`src/rtl/vga_fb_arbiter_if.sv`:
```
// Bundles the timing-generator, RAM, scan-out and writer-client signals of vga_fb_arbiter.
// pattern_sel exists only when VGA_FB_TEST_PATTERN_EN is defined.
interface vga_fb_arbiter_if #(
    parameter int DATA_W = 8,
    parameter int ADDR_W = 15
) ();
    logic              blank_n;
    logic [10:0]       nextX;
    logic [9:0]        nextY;
    logic [ADDR_W-1:0] mem_addr;
    logic              mem_we;
    logic [DATA_W-1:0] mem_wdata;
    logic [DATA_W-1:0] mem_rdata;
    logic [DATA_W-1:0] pixel;
    logic              pixel_valid;
    logic              c0_req;
    logic [ADDR_W-1:0] c0_addr;
    logic [DATA_W-1:0] c0_data;
    logic              c0_gnt;
    logic              c1_req;
    logic [ADDR_W-1:0] c1_addr;
    logic [DATA_W-1:0] c1_data;
    logic              c1_gnt;
`ifdef VGA_FB_TEST_PATTERN_EN
    logic              pattern_sel;

    modport slave (
        input  blank_n, nextX, nextY, mem_rdata, pattern_sel,
        input  c0_req, c0_addr, c0_data, c1_req, c1_addr, c1_data,
        output mem_addr, mem_we, mem_wdata, pixel, pixel_valid, c0_gnt, c1_gnt
    );

    modport master (
        output blank_n, nextX, nextY, mem_rdata, pattern_sel,
        output c0_req, c0_addr, c0_data, c1_req, c1_addr, c1_data,
        input  mem_addr, mem_we, mem_wdata, pixel, pixel_valid, c0_gnt, c1_gnt
    );
`else
    modport slave (
        input  blank_n, nextX, nextY, mem_rdata,
        input  c0_req, c0_addr, c0_data, c1_req, c1_addr, c1_data,
        output mem_addr, mem_we, mem_wdata, pixel, pixel_valid, c0_gnt, c1_gnt
    );

    modport master (
        output blank_n, nextX, nextY, mem_rdata,
        output c0_req, c0_addr, c0_data, c1_req, c1_addr, c1_data,
        input  mem_addr, mem_we, mem_wdata, pixel, pixel_valid, c0_gnt, c1_gnt
    );
`endif
endinterface

```
`src/rtl/vga_fb_arbiter.sv`:
```
// Single-port pixel RAM arbiter: display scan-out has absolute priority, two writers share the rest
// round-robin. Optional colour-bar source enabled by VGA_FB_TEST_PATTERN_EN.
module vga_fb_arbiter #(
    parameter int DATA_W     = 8,
    parameter int ADDR_W     = 15,
    parameter int FB_W       = 200,
    parameter int SCALE_LOG2 = 2
) (
    input logic             Clock,
    input logic             Reset,
    vga_fb_arbiter_if.slave bus
);

    logic              disp_slot_s;
    logic              pat_sel_s;
    logic              rd_slot_s;
    logic              pat_slot_s;
    logic              c0_elig_s;
    logic              c1_elig_s;
    logic [31:0]       fetch_full_s;
    logic [DATA_W-1:0] pat_pix_s;

    logic [ADDR_W-1:0] mem_addr_q, mem_addr_d;
    logic              mem_we_q, mem_we_d;
    logic [DATA_W-1:0] mem_wdata_q, mem_wdata_d;
    logic              c0_gnt_q, c0_gnt_d;
    logic              c1_gnt_q, c1_gnt_d;
    logic              last_c1_q, last_c1_d;
    logic [1:0]        rd_v_q, rd_v_d;
    logic [1:0]        is_pat_q, is_pat_d;
    logic [DATA_W-1:0] pat0_q, pat0_d;
    logic [DATA_W-1:0] pat1_q, pat1_d;
    logic [DATA_W-1:0] pixel_q, pixel_d;
    logic              pixel_valid_q, pixel_valid_d;

    // Slot classification and framebuffer address of the upcoming screen block
    always_comb begin
`ifdef VGA_FB_TEST_PATTERN_EN
        pat_sel_s = bus.pattern_sel;
`else
        pat_sel_s = 1'b0;
`endif
        disp_slot_s  = bus.blank_n && (bus.nextX[SCALE_LOG2-1:0] == {SCALE_LOG2{1'b0}});
        rd_slot_s    = disp_slot_s && !pat_sel_s;
        pat_slot_s   = disp_slot_s && pat_sel_s;
        // Masking with the current grant stops a client winning twice on a request it has not yet dropped.
        c0_elig_s    = bus.c0_req && !c0_gnt_q;
        c1_elig_s    = bus.c1_req && !c1_gnt_q;
        fetch_full_s = 32'(bus.nextY >> SCALE_LOG2) * 32'(FB_W) + 32'(bus.nextX >> SCALE_LOG2);
        pat_pix_s    = DATA_W'(bus.nextX >> 7);
    end

    // RAM port owner for this slot: display read, one writer, or idle
    always_comb begin
        mem_addr_d  = mem_addr_q;
        mem_wdata_d = mem_wdata_q;
        mem_we_d    = 1'b0;
        c0_gnt_d    = 1'b0;
        c1_gnt_d    = 1'b0;
        last_c1_d   = last_c1_q;
        if (rd_slot_s) begin
            mem_addr_d = ADDR_W'(fetch_full_s);
        end else if (c0_elig_s && (!c1_elig_s || last_c1_q)) begin
            mem_addr_d  = bus.c0_addr;
            mem_wdata_d = bus.c0_data;
            mem_we_d    = 1'b1;
            c0_gnt_d    = 1'b1;
            last_c1_d   = 1'b0;
        end else if (c1_elig_s) begin
            mem_addr_d  = bus.c1_addr;
            mem_wdata_d = bus.c1_data;
            mem_we_d    = 1'b1;
            c1_gnt_d    = 1'b1;
            last_c1_d   = 1'b1;
        end else begin
            mem_we_d = 1'b0;
        end
    end

    // Two-stage tracking of display fetches; the last stage loads the scan-out pixel
    always_comb begin
        rd_v_d        = {rd_v_q[0], disp_slot_s};
        is_pat_d      = {is_pat_q[0], pat_slot_s};
        pat0_d        = pat_pix_s;
        pat1_d        = pat0_q;
        pixel_valid_d = rd_v_q[1];
        if (rd_v_q[1]) begin
            pixel_d = is_pat_q[1] ? pat1_q : bus.mem_rdata;
        end else begin
            pixel_d = pixel_q;
        end
    end

    // State registers; reset discards any fetch in flight and makes c0 win the first tie
    always_ff @(posedge Clock or posedge Reset) begin
        if (Reset) begin
            mem_addr_q    <= {ADDR_W{1'b0}};
            mem_we_q      <= 1'b0;
            mem_wdata_q   <= {DATA_W{1'b0}};
            c0_gnt_q      <= 1'b0;
            c1_gnt_q      <= 1'b0;
            last_c1_q     <= 1'b1;
            rd_v_q        <= 2'b00;
            is_pat_q      <= 2'b00;
            pat0_q        <= {DATA_W{1'b0}};
            pat1_q        <= {DATA_W{1'b0}};
            pixel_q       <= {DATA_W{1'b0}};
            pixel_valid_q <= 1'b0;
        end else begin
            mem_addr_q    <= mem_addr_d;
            mem_we_q      <= mem_we_d;
            mem_wdata_q   <= mem_wdata_d;
            c0_gnt_q      <= c0_gnt_d;
            c1_gnt_q      <= c1_gnt_d;
            last_c1_q     <= last_c1_d;
            rd_v_q        <= rd_v_d;
            is_pat_q      <= is_pat_d;
            pat0_q        <= pat0_d;
            pat1_q        <= pat1_d;
            pixel_q       <= pixel_d;
            pixel_valid_q <= pixel_valid_d;
        end
    end

    assign bus.mem_addr    = mem_addr_q;
    assign bus.mem_we      = mem_we_q;
    assign bus.mem_wdata   = mem_wdata_q;
    assign bus.c0_gnt      = c0_gnt_q;
    assign bus.c1_gnt      = c1_gnt_q;
    assign bus.pixel       = pixel_q;
    assign bus.pixel_valid = pixel_valid_q;

endmodule
```
`src/flat_wrapper.sv`:
```
// flat-port wrapper written by rule: the top's interface ports become plain ports
module vga_fb_arbiter_flat 
#(
    parameter int DATA_W     = 8,
    parameter int ADDR_W     = 15,
    parameter int FB_W       = 200,
    parameter int SCALE_LOG2 = 2
)
  (Clock, Reset, bus_blank_n, bus_nextX, bus_nextY, bus_mem_rdata, bus_c0_req, bus_c0_addr, bus_c0_data, bus_c1_req, bus_c1_addr, bus_c1_data, bus_mem_addr, bus_mem_we, bus_mem_wdata, bus_pixel, bus_pixel_valid, bus_c0_gnt, bus_c1_gnt);
  vga_fb_arbiter_if #(.DATA_W(DATA_W), .ADDR_W(ADDR_W)) bus_i ();
  input logic Clock;
  input logic Reset;
  input wire logic [$bits(bus_i.blank_n)-1:0] bus_blank_n;
  input wire logic [$bits(bus_i.nextX)-1:0] bus_nextX;
  input wire logic [$bits(bus_i.nextY)-1:0] bus_nextY;
  input wire logic [$bits(bus_i.mem_rdata)-1:0] bus_mem_rdata;
  input wire logic [$bits(bus_i.c0_req)-1:0] bus_c0_req;
  input wire logic [$bits(bus_i.c0_addr)-1:0] bus_c0_addr;
  input wire logic [$bits(bus_i.c0_data)-1:0] bus_c0_data;
  input wire logic [$bits(bus_i.c1_req)-1:0] bus_c1_req;
  input wire logic [$bits(bus_i.c1_addr)-1:0] bus_c1_addr;
  input wire logic [$bits(bus_i.c1_data)-1:0] bus_c1_data;
  output wire logic [$bits(bus_i.mem_addr)-1:0] bus_mem_addr;
  output wire logic [$bits(bus_i.mem_we)-1:0] bus_mem_we;
  output wire logic [$bits(bus_i.mem_wdata)-1:0] bus_mem_wdata;
  output wire logic [$bits(bus_i.pixel)-1:0] bus_pixel;
  output wire logic [$bits(bus_i.pixel_valid)-1:0] bus_pixel_valid;
  output wire logic [$bits(bus_i.c0_gnt)-1:0] bus_c0_gnt;
  output wire logic [$bits(bus_i.c1_gnt)-1:0] bus_c1_gnt;
  assign bus_i.blank_n = bus_blank_n;
  assign bus_i.nextX = bus_nextX;
  assign bus_i.nextY = bus_nextY;
  assign bus_i.mem_rdata = bus_mem_rdata;
  assign bus_i.c0_req = bus_c0_req;
  assign bus_i.c0_addr = bus_c0_addr;
  assign bus_i.c0_data = bus_c0_data;
  assign bus_i.c1_req = bus_c1_req;
  assign bus_i.c1_addr = bus_c1_addr;
  assign bus_i.c1_data = bus_c1_data;
  assign bus_mem_addr = bus_i.mem_addr;
  assign bus_mem_we = bus_i.mem_we;
  assign bus_mem_wdata = bus_i.mem_wdata;
  assign bus_pixel = bus_i.pixel;
  assign bus_pixel_valid = bus_i.pixel_valid;
  assign bus_c0_gnt = bus_i.c0_gnt;
  assign bus_c1_gnt = bus_i.c1_gnt;
  vga_fb_arbiter #(.DATA_W(DATA_W), .ADDR_W(ADDR_W), .FB_W(FB_W), .SCALE_LOG2(SCALE_LOG2)) u_core (.Clock(Clock), .Reset(Reset), .bus(bus_i));
endmodule
```
`config.mk`:
```
export PLATFORM = sky130hd
export DESIGN_NAME = vga_fb_arbiter_flat
export DESIGN_NICKNAME = d
export VERILOG_FILES = /design/src/rtl/vga_fb_arbiter_if.sv /design/src/rtl/vga_fb_arbiter.sv /design/src/flat_wrapper.sv
export SDC_FILE = /design/constraint.sdc
export NUM_CORES = 1
export LEC_CHECK = 0
export CAP_MARGIN = 20
export CORE_ASPECT_RATIO = 2
export CORE_MARGIN = 2
export CORE_UTILIZATION = 35
export CTS_CLUSTER_DIAMETER = 200
export DETAILED_ROUTE_END_ITERATION = 8
export PLACE_DENSITY = 0.79
export SYNTH_ARGS = -nofsm -noshare
export SYNTH_HDL_FRONTEND = slang
export SYNTH_SLANG_ARGS = --single-unit
```
`constraint.sdc`:
```
create_clock -name Clock -period 2.35 [get_ports Clock]
set_clock_uncertainty 0.1 [all_clocks]
set_input_delay 0.705 -clock Clock [delete_from_list [all_inputs] [get_ports Clock]]
set_output_delay 0.705 -clock Clock [all_outputs]
set_load 0.01 [all_outputs]
```
==> impl_results.rst, run 1 <==
.. list-table::
   :header-rows: 1

   * - Metric
     - Value
   * - F_max
     - around 310 MHz
   * - Share of synthesized area occupied by flip-flops and latches
     - 0.357
   * - Sw Ratio
     - 0.321
   * - Most frequent cells after synthesis
     - sky130_fd_sc_hd__nand2_1 (52), sky130_fd_sc_hd__dfrtp_1 (37), sky130_fd_sc_hd__ha_1 (32)
   * - Async set-reset flop share out of synthesis
     - 1.00
   * - HPWL reported at the end of detailed placement
     - 5880 µm
   * - 1st-pass router iterations
     - 4
   * - Min-delay worst type
     - reg -> reg
   * - Sum of routed wire length over all layers
     - 7950 µm
   * - Type of element launching the critical path
     - primary input
   * - Top flip-flop cell by instance count after synthesis
     - sky130_fd_sc_hd__dfrtp_1
   * - Overall overflow remaining after global route
     - 0
   * - Number of instances in the synthesized netlist
     - 297
   * - Wire length per cell
     - ~14 µm
   * - Worst path arrival time
     - roughly 3.4 ns
   * - Proportion of netlist area held by the largest area contributor
     - 0.347
   * - Filler cell count
     - approximately 560
   * - Logic depth of the worst register-to-register path
     - 7
   * - Unrepaired setup endpoints after global routing
     - true
   * - Final worst-path cycle share
     - 1.39
   * - Initial cell density of the core
     - 0.357
   * - Outcome
     - finished with violations
   * - Total clock sinks
     - 38
   * - Most frequently used cell type in the post-synthesis netlist
     - sky130_fd_sc_hd__nand2_1
   * - CP Class
     - in -> reg
   * - CTS H-tree lvls
     - 2
   * - Largest net degree at the start of global routing
     - 39
   * - Design Area, Final
     - 4990 µm²
   * - Total count of hold-check failures in the final report
     - 0
   * - Die Width
     - 65.8 µm
   * - Net switching power
     - ~1200 µW
   * - Crit-path max FO
     - 3
   * - Net count of the finished layout
     - between 500 and 600
   * - Required arrival time at the worst endpoint
     - between 2 and 2.5 ns
   * - Number of synthesized register bits
     - 38
   * - Number of cell rows
     - 45
   * - Fin cells
     - roughly 560
   * - Clock Tree Buf Depth
     - 2
   * - Utilization after layout
     - 0.667
   * - Register share of total power
     - 0.233
   * - Die height
     - ~130 µm
   * - Iteration-0 DRC count of the detailed router
     - approximately 160
   * - Crit. End Element
     - flop
   * - Standard cell core area
     - between 7000 and 8000 µm²
   * - Net count of the mapped netlist
     - approximately 410
   * - Hold-fix buffers at CTS
     - 0
   * - GP Congestion
     - 0.779
   * - Antenna-violating nets left
     - 0
   * - Number of global-route vias before repair
     - approximately 2800
   * - First-pass GRT wire length
     - approximately 13000 µm
   * - Critical path destination
     - u_core.bus.mem_addr[14]$_DFFE_PP0P_
   * - Most area-hungry cell type in the Yosys netlist
     - sky130_fd_sc_hd__dfrtp_1
   * - Launch point of the worst path
     - bus_nextY[6]
   * - Number of ports placed on the die boundary
     - around 120
   * - Number of antenna violations at the first check in global routing
     - 0
   * - Ratio of cells with drive above 1 in the final layout
     - 0.302
   * - CTS buffer count
     - 5
   * - Proportion of power drawn by combinational gates
     - 0.532
   * - Area delta synth->final
     - 87.0%
   * - Minimum setup slack among reg-to-reg paths
     - approximately 0.71 ns
   * - Post-route DRC violation count
     - 0
   * - Top cells by area in the synthesized netlist
     - sky130_fd_sc_hd__dfrtp_1 (35%), sky130_fd_sc_hd__ha_1 (15%), sky130_fd_sc_hd__nand2_1 (7.3%), sky130_fd_sc_hd__a21oi_1 (3.9%), sky130_fd_sc_hd__mux2_2 (3.4%)
   * - Total number of vias
     - between 2000 and 3000
   * - Number of warnings printed during yosys synthesis
     - 0
   * - Clk root buf
     - sky130_fd_sc_hd__clkbuf_16
   * - Power per Cell Area
     - 764 nW/µm²
   * - Count of port buffers added during placement
     - between 100 and 150
   * - P_int
     - 2590 µW
   * - Clk pin slew, worst setup/hold paths
     - about 0.06 ns
   * - Relative slew margins
     - 0.726
   * - Violations in the final reports
     - negative setup slack
   * - Tightest Pin Transition
     - between 0.4 and 0.5 ns
   * - Avg Cell Area, Syn
     - 8.99 µm²
   * - Post-DR vias/cell
     - approximately 4.9
   * - Die Area
     - between 8000 and 9000 µm²
   * - Overall Global Routing Usage
     - 0.198
   * - Worst vdd rail ir drop
     - 440 µV
   * - Placed inst area
     - approximately 4500 µm²
   * - Cell Area, Synth
     - 2670 µm²
   * - Number of cells after detailed placement
     - 547
   * - Placement Setup Slack
     - -1.77 ns
   * - Final critical path time including I/O delays and setup
     - 3.27 ns
   * - Hold Startpoint
     - u_core.rd_v_q[0]$_DFF_PP0_
   * - Max-slew violation count
     - 0
   * - Leak pwr
     - approximately 0.0021 µW
   * - Clock insertion delay at the later pin of the skew report
     - 0.28 ns
   * - Post-layout worst setup margin
     - -0.919 ns
   * - Clock share of power
     - 0.235
   * - Post-synth EDFFs
     - 0
   * - Diode insertion count for antenna repair
     - 0
   * - Number of distinct standard cells referenced by the synthesized netlist
     - 43
   * - Clock tree from TritonCTS
     - done
   * - Number of setup violations in the final report
     - 7
   * - Number of violations of the max-capacitance limit
     - 0
   * - Worst r2r src
     - u_core.bus.c0_gnt$_DFF_PP0_
   * - Endpoint of the most critical register-to-register path
     - u_core.bus.mem_addr[3]$_DFFE_PP0P_
[through the flow]
step | hold WS (ns) | power (µW) | TNS (ns)
final | 0.261 | 3810 | -4.84
after detailed placement | 0.253 | 2620 | -14.44
after CTS | 0.266 | 3760 | -4.79
after global placement | 0.233 | 2590 | -13.20
after floorplan | 0.231 | 1750 | -5.24
after global routing | 0.272 | 4050 | -5.50
[metal layers]
metal  global-route usage  vias to the layer above  part of all wire
met5                    0                        -                 0
met4               0.0478                        0             0.016
met3               0.0555                       15             0.077
met2                0.329                      110              0.49
met1                0.250                     1251              0.42
li1                     -                     1362                 -
[power by group through the flow]
stage | clock, µW | combinational (µW) | sequential, µW
2_1_floorplan | 0 | 795 | 955
3_3_place_gp | 0 | 1700 | 891
3_5_place_dp | 0 | 1730 | 896
4_1_cts | 914 | 1960 | 888
5_1_grt | 950 | 2190 | 905
6_report | 897 | 2030 | 888
[worst max-delay path, cell delays in order]
cell and delay [ns]:
sky130_fd_sc_hd__buf_6 0.10, sky130_fd_sc_hd__ha_4 0.23, sky130_fd_sc_hd__ha_4 0.26, sky130_fd_sc_hd__inv_2 0.03, sky130_fd_sc_hd__fa_1 0.51, sky130_fd_sc_hd__inv_2 0.05, sky130_fd_sc_hd__ha_4 0.27, sky130_fd_sc_hd__o21ai_2 0.07
sky130_fd_sc_hd__or4b_4 0.50, sky130_fd_sc_hd__nand3_4 0.11, sky130_fd_sc_hd__nand3_4 0.08, sky130_fd_sc_hd__nor3_4 0.13, sky130_fd_sc_hd__xnor3_1 0.24, sky130_fd_sc_hd__o22ai_2 0.09
[what timing repair did]
action                                  CTS  global route
resized for setup                        68            14
setup buffers                             4             0
pin swaps                                33            11
endpoints found under the setup margin    9            14
[sequential cells by signal, summed over array words and instances, names as in the netlist]
| name | flops |
|---|---|
| u_core.bus.c0_gnt | 1 |
| u_core.bus.c1_gnt | 1 |
| u_core.bus.mem_addr | 15 |
| u_core.bus.mem_wdata | 8 |
| u_core.bus.mem_we | 1 |
| u_core.bus.pixel | 8 |
| u_core.bus.pixel_valid | 1 |
| u_core.last_c1_q | 1 |
| u_core.rd_v_q | 2 |
[logic make-up after synthesis]
logic type                 after synthesis  share of synthesized area
AOI/OAI and AO/OA                       70                      0.158
xor gates and xnor gates                13                     0.0478
adders and majority gates               36                      0.180
buffers and inverters                   29                     0.0487
DFF                                     38                      0.357
muxes                                    8                     0.0337
and+or+nand+nor                        103                      0.175
[area by class of cell]
type / instances / area [µm²] / share of cell area
multi-input combinational: 230 / 2070 / 0.414
clock buffer: 6 / 139 / 0.0278
tap: 94 / 118 / 0.0236
sequential: 38 / 952 / 0.191
clock inverter: 2 / 60.1 / 0.0120
timing repair buffer: 169 / 1590 / 0.318
inverter: 18 / 67.6 / 0.0135
[how the worst min path moves through the flow]
stage	end	slack (ns)	cells past startpoint
after detailed placement	u_core.rd_v_q[1]$_DFF_PP0_	0.25	0
final	u_core.rd_v_q[1]$_DFF_PP0_	0.26	0
after global routing	u_core.rd_v_q[1]$_DFF_PP0_	0.27	0
after floorplan	u_core.rd_v_q[1]$_DFF_PP0_	0.23	0
after global placement	u_core.rd_v_q[1]$_DFF_PP0_	0.23	0
after CTS	u_core.rd_v_q[1]$_DFF_PP0_	0.27	0
[cells in the final DEF, fill, tap and decap left out, types with 5 or more instances in the layout]
cell	instances
sky130_fd_sc_hd__ha_1	6
sky130_fd_sc_hd__xor2_1	5
sky130_fd_sc_hd__mux2_2	8
sky130_fd_sc_hd__nand2_1	52
sky130_fd_sc_hd__ha_4	24
sky130_fd_sc_hd__dfrtp_1	37
sky130_fd_sc_hd__o21ai_0	10
sky130_fd_sc_hd__nor2_1	22
sky130_fd_sc_hd__buf_4	52
sky130_fd_sc_hd__a31oi_1	8
sky130_fd_sc_hd__clkbuf_16	5
sky130_fd_sc_hd__clkdlybuf4s50_1	103
sky130_fd_sc_hd__inv_1	12
sky130_fd_sc_hd__buf_6	5
sky130_fd_sc_hd__inv_2	6
sky130_fd_sc_hd__a21oi_1	18
sky130_fd_sc_hd__nor3_1	6
No activity file was read; power rests on OpenSTA's default activity.
==> inputs of run 2 (changes only) <==
- PLACE_DENSITY: 0.79 -> 0.82
- clock period: 2.35 -> 2.75 ns (I/O delays scaled with it)
==> run 2 against run 1 <==
  * The run still ends with negative setup slack left
  * Clock-buffer cell count unchanged
  * Non-clock buffer count decreased by 8
  * First-iteration DRC count increased by 3.8%
  * Final area decreased by 0.73%
  * Setup slack improved by 0.29 ns
  * Die area unchanged
  * Critical path type unchanged
==> impl_results.rst, run 2 (synthesis results as in run 1) <==
.. list-table::
   :header-rows: 1

   * - Metric
     - Value
   * - Crit. End Element
     - flop
   * - Outcome
     - finished with violations
   * - Post-DR vias/cell
     - 5.01 (+2.0%)
   * - Standard cell core area
     - 7490 µm² (unchanged)
   * - Net count of the finished layout
     - 570 (-1.4%)
   * - Ratio of cells with drive above 1 in the final layout
     - 0.281 (-0.0211)
   * - Post-layout worst setup margin
     - -0.630 ns (+0.289 ns)
   * - Total count of hold-check failures in the final report
     - 0 (unchanged)
   * - Clock tree from TritonCTS
     - done
   * - Max-slew violation count
     - 0 (unchanged)
   * - Most common library cell in the layout ignoring fill and taps
     - sky130_fd_sc_hd__clkdlybuf4s50_1
   * - Tightest Pin Transition
     - 0.485 ns (+0.0746 ns)
   * - Utilization after layout
     - 0.662 (-0.00485)
   * - Register Area
     - 952 µm² (unchanged)
   * - Crit-path max FO
     - 3 (unchanged)
   * - Endpoint of the most critical register-to-register path
     - u_core.bus.mem_addr[1]$_DFFE_PP0P_
   * - Multi-input gate area in the final layout
     - 2110 µm² (+2.2%)
   * - Iteration-0 DRC count of the detailed router
     - 164 (+3.8%)
   * - First-pass GRT wire length
     - 13700 µm (+5.1%)
   * - Clk pin slew, worst setup/hold paths
     - 0.06 ns (about the same)
   * - Hold-fix buffers at CTS
     - 0 (unchanged)
   * - CP Class
     - in -> reg
   * - Die Width
     - 65.8 µm (unchanged)
   * - CTS H-tree lvls
     - 2 (unchanged)
   * - Total clock sinks
     - 38 (unchanged)
   * - Required arrival time at the worst endpoint
     - 2.85 ns (+0.39 ns)
   * - Hold Startpoint
     - u_core.rd_v_q[0]$_DFF_PP0_
   * - Number of setup violations in the final report
     - 7 (unchanged)
   * - Final critical path time including I/O delays and setup
     - between 3 and 4 ns
   * - Commonest cells after routing, fill and taps aside
     - sky130_fd_sc_hd__clkdlybuf4s50_1 (104), sky130_fd_sc_hd__nand2_1 (52), sky130_fd_sc_hd__buf_4 (44)
   * - Logic depth of the worst register-to-register path
     - 7 (unchanged)
   * - Post-route DRC violation count
     - 0 (unchanged)
   * - Wire length per cell
     - 15.1 µm (+6.0%)
   * - Number of cell rows
     - 45 (unchanged)
   * - Die height
     - 128 µm (unchanged)
   * - Diode insertion count for antenna repair
     - 0 (unchanged)
   * - Filler cell count
     - 556 (+0.18%)
   * - Hold Path Stages
     - 0 (unchanged)
   * - Hold Slack
     - 0.247 ns (-0.0140 ns)
   * - Type of element launching the critical path
     - primary input
   * - F_max
     - slightly below 300 MHz
   * - Violations in the final reports
     - negative setup slack
   * - Area delta synth->final
     - 85.6%
   * - Endpoint of the worst hold-timing path
     - u_core.rd_v_q[1]$_DFF_PP0_
   * - Antenna-violating nets left
     - 0 (unchanged)
   * - Leak pwr
     - 0.00210 µW (-1.9%)
   * - Number of global-route vias before repair
     - 2821 (-0.46%)
   * - Die Area
     - 8390 µm² (unchanged)
   * - Worst path arrival time
     - 3.48 ns (+0.10 ns)
   * - Max reg flops
     - 15 (unchanged)
   * - Unrepaired setup endpoints after global routing
     - true
   * - HPWL reported at the end of detailed placement
     - 5880 µm (about the same)
   * - Initial cell density of the core
     - 0.357 (unchanged)
   * - Clock Tree Buf Depth
     - 2 (unchanged)
   * - CTS buffer count
     - 5 (unchanged)
   * - Total number of vias
     - 2752 (+0.51%)
   * - Clk root buf
     - sky130_fd_sc_hd__clkbuf_16
   * - Clock insertion delay at the later pin of the skew report
     - 0.28 ns (about the same)
   * - GP Congestion
     - 0.769 (-1.3%)
   * - Number of antenna violations at the first check in global routing
     - 0 (unchanged)
   * - Relative slew margins
     - 0.676 (-0.0495)
   * - Number of ports placed on the die boundary
     - 115 (unchanged)
   * - Overall overflow remaining after global route
     - 0 (unchanged)
   * - Number of violations of the max-capacitance limit
     - 0 (unchanged)
   * - Final worst-path cycle share
     - 1.23
   * - Setup total negative slack
     - -3.06 ns (+1.79 ns)
   * - Worst vdd rail ir drop
     - 386 µV (-12%)
   * - Largest net degree at the start of global routing
     - 39 (unchanged)
   * - Fin cells
     - 549 (-1.4%)
   * - Count of port buffers added during placement
     - 112 (unchanged)
   * - Number of cells after detailed placement
     - 538 (-1.6%)
   * - Minimum setup slack among reg-to-reg paths
     - 1.00 ns (+0.29 ns)
   * - Power per Cell Area
     - 672 nW/µm² (-12%)
   * - 1st-pass router iterations
     - 4 (unchanged)
   * - Sum of routed wire length over all layers
     - 8300 µm (+4.5%)
   * - Min-delay worst type
     - reg -> reg
   * - Worst r2r src
     - u_core.bus.c0_gnt$_DFF_PP0_
   * - Overall Global Routing Usage
     - 0.209 (+0.0116)
[run 2: cell types whose count changed in the layout (fill, tap and decap cells not counted), moves of 3 or more]
cell / change
sky130_fd_sc_hd__o21ai_2: -3
sky130_fd_sc_hd__ha_1: +3
sky130_fd_sc_hd__buf_12: -3
sky130_fd_sc_hd__buf_4: -8
[run 2: layout make-up]
type	count	area share
multi-input cells	230	0.426
repair buffers	161	0.304
flip-flops and latches	38	0.192
clock buffers	6	0.0280
well taps	94	0.0237
inverters	18	0.0136
clock inverters	2	0.0121
[run 2: per-layer routing]
metal	track usage	part of all wire	vias to the layer above
met3	0.0599	0.085	11
met2	0.355	0.50	121
li1	-	-	1349
met5	0	0	-
met4	0.0490	0.016	0
met1	0.258	0.40	1271
[run 2: critical path, stage by stage]
cell and delay, ns:
sky130_fd_sc_hd__buf_8 0.10, sky130_fd_sc_hd__ha_4 0.23, sky130_fd_sc_hd__ha_4 0.26, sky130_fd_sc_hd__inv_2 0.03, sky130_fd_sc_hd__fa_1 0.51, sky130_fd_sc_hd__inv_2 0.05
sky130_fd_sc_hd__ha_4 0.27, sky130_fd_sc_hd__o21ai_2 0.06, sky130_fd_sc_hd__or4b_4 0.49, sky130_fd_sc_hd__nand3_4 0.12, sky130_fd_sc_hd__nand3_4 0.07, sky130_fd_sc_hd__nor3_4 0.13
sky130_fd_sc_hd__xnor3_1 0.24, sky130_fd_sc_hd__o22ai_2 0.10
[run 2: stage by stage]
stage          total power (µW)  setup slack [ns]  area, µm²
6_report                   3330            -0.630       4960
2_1_floorplan              1490            -0.759       2830
5_1_grt                    3520            -0.715       4960
4_1_cts                    3240            -0.624       4900
3_5_place_dp               2210             -1.48       4350
3_3_place_gp               2160             -1.39       4350
[run 2: where the power goes]
group          switching (µW)  internal (µW)
registers                68.7            687
clock network             222            544
logic                     813            993
[run 2: how the worst max path moves through the flow]
stage,startpoint,slack (ns),cells past startpoint,endpoint
3_5_place_dp,bus_nextY[4],-1.48,11,u_core.bus.mem_addr[14]$_DFFE_PP0P_
3_3_place_gp,bus_nextY[5],-1.39,14,u_core.bus.mem_addr[14]$_DFFE_PP0P_
5_1_grt,bus_nextY[6],-0.72,14,u_core.bus.mem_addr[13]$_DFFE_PP0P_
2_1_floorplan,bus_nextY[5],-0.76,13,u_core.bus.mem_addr[14]$_DFFE_PP0P_
4_1_cts,bus_nextY[6],-0.62,15,u_core.bus.mem_addr[14]$_DFFE_PP0P_
6_report,bus_nextY[6],-0.63,14,u_core.bus.mem_addr[14]$_DFFE_PP0P_
[run 2: repair_timing]
item                                    4_1_cts  5_1_grt
buffers inserted                              5        1
pin swaps                                    25       11
gates resized for setup                      80       11
endpoints found under the setup margin        8        7
